===== src/rtl/tree_sample_sequencer.sv =====
// Host-side sequencer for the decision-tree classifier: packs a streamed sample onto
// a parallel feature bus, clears and runs the tree, then returns label and correctness.
//
// state  | meaning
// LOAD   | accepting feature words into the feature bus
// DROP   | over-length sample, discarding words until in_last
// CLR    | one-cycle active-low clear to the classifier
// RUN    | traversal running, waiting for done or timeout
// RESULT | result held on the valid/ready port
module tree_sample_sequencer #(
    parameter int N_FEATURES = 11,
    parameter int FEAT_W     = 16,
    parameter int TREE_DEPTH = 3,
    parameter int TIMEOUT    = 32
) (
    input  logic                         clk,
    input  logic                         reset,
    input  logic                         in_valid,
    output logic                         in_ready,
    input  logic [FEAT_W-1:0]            in_data,
    input  logic                         in_last,
    input  logic                         in_truth,
    input  logic                         clr_err,
    output logic [N_FEATURES*FEAT_W-1:0] feat_bus,
    output logic                         tree_rst_n,
    output logic                         tree_start,
    output logic [3:0]                   tree_depth,
    input  logic                         tree_done,
    input  logic                         tree_label,
    output logic                         res_valid,
    input  logic                         res_ready,
    output logic                         res_label,
    output logic                         res_correct,
    output logic                         err_len,
    output logic                         err_timeout,
    output logic [15:0]                  sample_count,
    output logic [15:0]                  correct_count
);

    localparam int IDX_W = (N_FEATURES > 1) ? $clog2(N_FEATURES) : 1;
    localparam int TMR_W = $clog2(TIMEOUT + 1);

    localparam logic [2:0] ST_LOAD   = 3'd0;
    localparam logic [2:0] ST_DROP   = 3'd1;
    localparam logic [2:0] ST_CLR    = 3'd2;
    localparam logic [2:0] ST_RUN    = 3'd3;
    localparam logic [2:0] ST_RESULT = 3'd4;

    logic [2:0]       r_state;
    logic [IDX_W-1:0] r_idx;
    logic [FEAT_W-1:0] r_feat [N_FEATURES];
    logic             r_truth;
    logic [TMR_W-1:0] r_tmr;
    logic             r_tree_rst_n;
    logic             r_tree_start;
    logic             r_res_valid;
    logic             r_res_label;
    logic             r_res_correct;
    logic             r_err_len;
    logic             r_err_timeout;
    logic [15:0]      r_sample_cnt;
    logic [15:0]      r_correct_cnt;

    logic             w_accept;
    logic             w_idx_last;
    logic [IDX_W-1:0] w_wr_idx;
    logic             w_len_evt;
    logic             w_to_evt;
    logic             w_load_wr;

    assign in_ready   = (r_state == ST_LOAD) || (r_state == ST_DROP);
    assign w_accept   = in_valid & in_ready;
    assign w_idx_last = (r_idx == IDX_W'(N_FEATURES - 1));
    assign w_wr_idx   = IDX_W'(N_FEATURES - 1) - r_idx;
    assign w_load_wr  = (r_state == ST_LOAD) & w_accept;

    // Length error: in_last too early, or the final slot filled without in_last.
    assign w_len_evt  = w_load_wr & (in_last ? ~w_idx_last : w_idx_last);
    assign w_to_evt   = (r_state == ST_RUN) & ~tree_done & (r_tmr == '0);

    genvar g;
    generate
        for (g = 0; g < N_FEATURES; g++) begin : g_feat
            assign feat_bus[g*FEAT_W +: FEAT_W] = r_feat[g];
        end
    endgenerate

    assign tree_rst_n    = r_tree_rst_n;
    assign tree_start    = r_tree_start;
    assign tree_depth    = 4'(TREE_DEPTH);
    assign res_valid     = r_res_valid;
    assign res_label     = r_res_label;
    assign res_correct   = r_res_correct;
    assign err_len       = r_err_len;
    assign err_timeout   = r_err_timeout;
    assign sample_count  = r_sample_cnt;
    assign correct_count = r_correct_cnt;

    always_ff @(posedge clk or negedge reset) begin
        if (!reset) begin
            for (int i = 0; i < N_FEATURES; i++) begin
                r_feat[i] <= '0;
            end
        end else if (w_load_wr) begin
            r_feat[w_wr_idx] <= in_data;
        end
    end

    always_ff @(posedge clk or negedge reset) begin
        if (!reset) begin
            r_err_len     <= 1'b0;
            r_err_timeout <= 1'b0;
        end else begin
            // A new error event in the same cycle as clr_err keeps the flag set.
            r_err_len     <= w_len_evt | (r_err_len & ~clr_err);
            r_err_timeout <= w_to_evt  | (r_err_timeout & ~clr_err);
        end
    end

    always_ff @(posedge clk or negedge reset) begin
        if (!reset) begin
            r_state       <= ST_LOAD;
            r_idx         <= '0;
            r_truth       <= 1'b0;
            r_tmr         <= '0;
            r_tree_rst_n  <= 1'b0;
            r_tree_start  <= 1'b0;
            r_res_valid   <= 1'b0;
            r_res_label   <= 1'b0;
            r_res_correct <= 1'b0;
            r_sample_cnt  <= '0;
            r_correct_cnt <= '0;
        end else begin
            r_tree_rst_n <= 1'b1;
            r_tree_start <= 1'b0;
            case (r_state)
                ST_LOAD: begin
                    if (w_accept) begin
                        if (in_last) begin
                            r_idx <= '0;
                            if (w_idx_last) begin
                                r_truth      <= in_truth;
                                r_tree_rst_n <= 1'b0;
                                r_state      <= ST_CLR;
                            end
                        end else if (w_idx_last) begin
                            r_idx   <= '0;
                            r_state <= ST_DROP;
                        end else begin
                            r_idx <= r_idx + 1'b1;
                        end
                    end
                end
                ST_DROP: begin
                    if (w_accept && in_last) begin
                        r_idx   <= '0;
                        r_state <= ST_LOAD;
                    end
                end
                ST_CLR: begin
                    r_tmr   <= TMR_W'(TIMEOUT - 1);
                    r_state <= ST_RUN;
                end
                ST_RUN: begin
                    if (tree_done) begin
                        r_res_label   <= tree_label;
                        r_res_correct <= (tree_label == r_truth);
                        r_res_valid   <= 1'b1;
                        r_state       <= ST_RESULT;
                    end else if (r_tmr == '0) begin
                        r_state <= ST_LOAD;
                    end else begin
                        r_tree_start <= 1'b1;
                        r_tmr        <= r_tmr - 1'b1;
                    end
                end
                ST_RESULT: begin
                    if (res_ready) begin
                        r_res_valid <= 1'b0;
                        if (r_sample_cnt != 16'hFFFF) begin
                            r_sample_cnt <= r_sample_cnt + 16'd1;
                        end
                        if (r_res_correct && (r_correct_cnt != 16'hFFFF)) begin
                            r_correct_cnt <= r_correct_cnt + 16'd1;
                        end
                        r_state <= ST_LOAD;
                    end
                end
                default: begin
                    r_state <= ST_LOAD;
                end
            endcase
        end
    end

endmodule


===== config.mk =====
export PLATFORM = sky130hd
export DESIGN_NAME = tree_sample_sequencer
export DESIGN_NICKNAME = d
export VERILOG_FILES = /design/src/rtl/tree_sample_sequencer.sv
export SDC_FILE = /design/constraint.sdc
export NUM_CORES = 1
export LEC_CHECK = 0
export BUFFER_PORTS_ARGS = -buffer_cell sky130_fd_sc_hd__buf_2
export CAP_MARGIN = 30
export CORE_MARGIN = 2
export CORE_UTILIZATION = 45
export CTS_BUF_LIST = sky130_fd_sc_hd__clkbuf_4
export DETAILED_ROUTE_END_ITERATION = 16
export PLACE_DENSITY_LB_ADDON = 0.2
export SETUP_SLACK_MARGIN = 0.1
export SYNTH_ARGS = -nofsm -noshare
export SYNTH_HDL_FRONTEND = slang
export SYNTH_SLANG_ARGS = --single-unit

===== constraint.sdc =====
create_clock -name clk -period 2.3 [get_ports clk]
set_clock_uncertainty 0.15 [all_clocks]
set_input_delay 0.115 -clock clk [delete_from_list [all_inputs] [get_ports clk]]
set_output_delay 0.115 -clock clk [all_outputs]
set_load 0.01 [all_outputs]

==> metrics.yaml <==
outcome:
  outcome: "complete, no violations"
placed_design:
  portBuffers: 240
  place_ws_ps: 90.42
  dp_hpwl_mm: 16.26
  gp_congestion: 0.8020
critical_path:
  critPathRequiredTime_ps: 2680
  cpMaxStageDelayCell: "o41a_4"
  cp.arrival_ps: 2540
  start_kind: "flop"
  cp_max_fo: 5
  path_buf_inv: 1
  critical_path.max_stage_delay_ps: 540
  critical_path_class: "reg2reg"
  crit_path_end_kind: "flop"
  cp_top_family: "compound AO/OA/AOI/OAI gates"
  cp_cell_sequence: "ha_4 -> o41a_4 -> nor2_4 -> buf_6 -> mux2_2"
sta:
  worst_slack_ps: 136.3
  fmax_ghz: 0.4622
  finalCriticalPeriod_ps: 2164
  finalSetupViolations: 0
  setup-tns-final_ps: 0
  min_period_over_period: 0.9407
  rsz0062_at_grt: "true"
  tightest_slew_ps: 645.2
  report.final.hold_viol_count: 0
  max_slew_margin: 0.5653
  hold_slack_ps: 58.28
  finalMaxSlewViolations: 0
yosys:
  synthCells: 671
  netlist-cell-type-count: 57
  netlist_area_mm2: 0.009683
  synthArstFlopShare: 1.000
  ys.flop_type: "dfrtp_1"
  synth.avg_cell_area_um2: 14.43
  yosys_warnings: 0
  ys_seq_area_frac: 0.5918
  synth-edff-count: 0
  ys_ff_latch: 229
cells_and_area:
  fillerInstances: 1745
  layout_common_cells: "buf_2 (239), dfrtp_1 (226), mux2_2 (177), clkbuf_4 (91), buf_4 (34)"
  final_common_cell: "buf_2"
  area_delta_synth_final_pct: 29.33
  final_nets: 1046
  drive_gt1_frac: 0.5592
floorplanning:
  die_h_um: 150.7
  start_util: 0.4592
  die_w_um: 150.7
  rows: 53
  core_area_mm2: 0.02109
  die-area_mm2: 0.02271
  ioPinCount: 245
clock_network:
  clk_latency_ps: 670
  cts.path.max_buffers: 3
  cts_buffers: 59
  clk_pin_slew_worst_paths_ps: 70
  cts_root_buf: "clkbuf_4"
  cts_tree: "built"
  clock_sinks: 229
  htreeDepth: 2
drt:
  wirelength_mm: 23.46
  viasPerCell: 5.026
  routedWlPerCell_um: 17.61
  initialDrtViolationCount: 158
  ant_nets: 0
  drc: 0
  first_pass_iters: 4
  dr_total_vias: 6694
run:
  drv_cap: 0
power:
  irDropWorstVdd_mv: 0.6410
  leakagePower_nw: 6.605
  powerDensity_mw_per_mm2: 1048
global_route:
  antenna_found_initial: 1
  grt_max_degree: 83
  grt_pass1_vias: 6820
  grt_usage: 0.2057
  overflow: 0
  grt_pass1_wl_mm: 36.43
min_path:
  hold_class: "in2reg"
-- what timing repair did --
item,CTS,global route
setup buffers,2,2
gates resized for setup,1,6
pin swaps,1,4
hold endpoints to repair,435,0
gates cloned,0,0
hold buffers,27,0
setup endpoints to repair,29,95
-- tightest hold or removal path, delay by kind of cell --
kind | cells | cell delay (ps)
AOI/OAI and AO/OA | 1 | 70
buffers and inverters | 2 | 640
-- cells in the mapped netlist, drive strengths merged (2+ instances only) --
| master | number | area, um2 |
|---|---|---|
| and3b | 3 | 28.78 |
| o21ai | 9 | 45.04 |
| nand3 | 14 | 70.07 |
| or2 | 2 | 12.51 |
| nor3b | 4 | 30.03 |
| nand4 | 9 | 56.30 |
| and4 | 4 | 35.03 |
| and3 | 3 | 18.77 |
| xor2 | 28 | 245.2 |
| clkbuf | 17 | 63.81 |
| dfrtp | 229 | 5731 |
| inv | 12 | 45.04 |
| or3 | 5 | 36.28 |
| xnor2 | 4 | 35.03 |
| nand4bb | 2 | 22.52 |
| nor3 | 12 | 71.32 |
| nor4b | 7 | 88.83 |
| mux2 | 181 | 2038 |
| a2111oi | 2 | 17.52 |
| ha | 11 | 137.6 |
| a211oi | 6 | 45.04 |
| o211ai | 2 | 28.78 |
| buf | 21 | 206.4 |
| nor2 | 14 | 75.07 |
| o21bai | 4 | 75.07 |
| nand2 | 28 | 105.1 |
| conb | 2 | 7.510 |
| a21oi | 15 | 120.1 |
| nor4 | 5 | 31.28 |
| a21o | 2 | 15.01 |
-- cells by family (layout without fill, tap and decap cells) --
logic type | Yosys count | count (layout) | synth area share
multiplexers | 182 | 182 | 0.2115
AND/OR/NAND/NOR | 115 | 115 | 0.07339
XOR/XNOR | 32 | 32 | 0.02894
flip-flops | 229 | 229 | 0.5918
other | 2 | 6 | 0.0007756
adder cells (fa/ha/maj) | 11 | 11 | 0.01421
AO/OA/AOI/OAI | 49 | 49 | 0.04639
buffers and inverters | 51 | 433 | 0.03295
-- registers in the layout, summed over array words and instances, names as in the netlist, 3 cells and up --
register / count
correct_count: 16
r_idx: 4
r_state: 3
r_tmr: 6
sample_count: 16
feat_bus: 176
-- power by group --
group,switching [mW],internal [mW]
clock,1.61,1.79
sequential,0.593,5.11
combinational,2.00,2.02
-- metal layers --
metal | track usage | vias to the layer above | share of wire
li1 | - | 3110 | -
met1 | 0.2723 | 3337 | 0.44
met2 | 0.3161 | 216 | 0.47
met3 | 0.07030 | 31 | 0.078
met4 | 0.07383 | 0 | 0.018
met5 | 0 | - | 0
-- layout make-up --
type | count | area [um2] | share of cell area
inverters | 13 | 48.80 | 0.003896
diodes | 2 | 5.005 | 0.0003996
flip-flops and latches | 229 | 5734 | 0.4579
repair buffers | 314 | 1971 | 0.1574
well taps | 275 | 344.1 | 0.02748
multi-input cells | 393 | 3672 | 0.2932
clock buffers | 91 | 683.2 | 0.05455
clock inverters | 15 | 65.06 | 0.005195
-- through the flow --
stage	instance area [um2]	cells	total power, mW	util
floorplan	9706	673	7.967	-
global placement	11430	1193	9.652	0.5418
detailed placement	11430	1193	9.752	0.5418
CTS	12480	1328	13.25	0.5917
global route	12520	1332	13.97	0.5939
finish	12520	1332	13.13	0.5939
-- worst paths after layout --
path                         startpoint             to  slack (ps)  depth (start not counted)
min reg2reg                feat_bus[91]   feat_bus[91]         330                          1
max                            r_idx[1]  feat_bus[167]         140                          5
max in group asynchronous         reset  feat_bus[140]         840                          4
max reg2reg                    r_idx[1]  feat_bus[167]         140                          5
min                             clr_err        err_len          60                          3
min in group asynchronous         reset     tree_start         430                          3
Note: power is estimated with default switching activity, not from simulation.
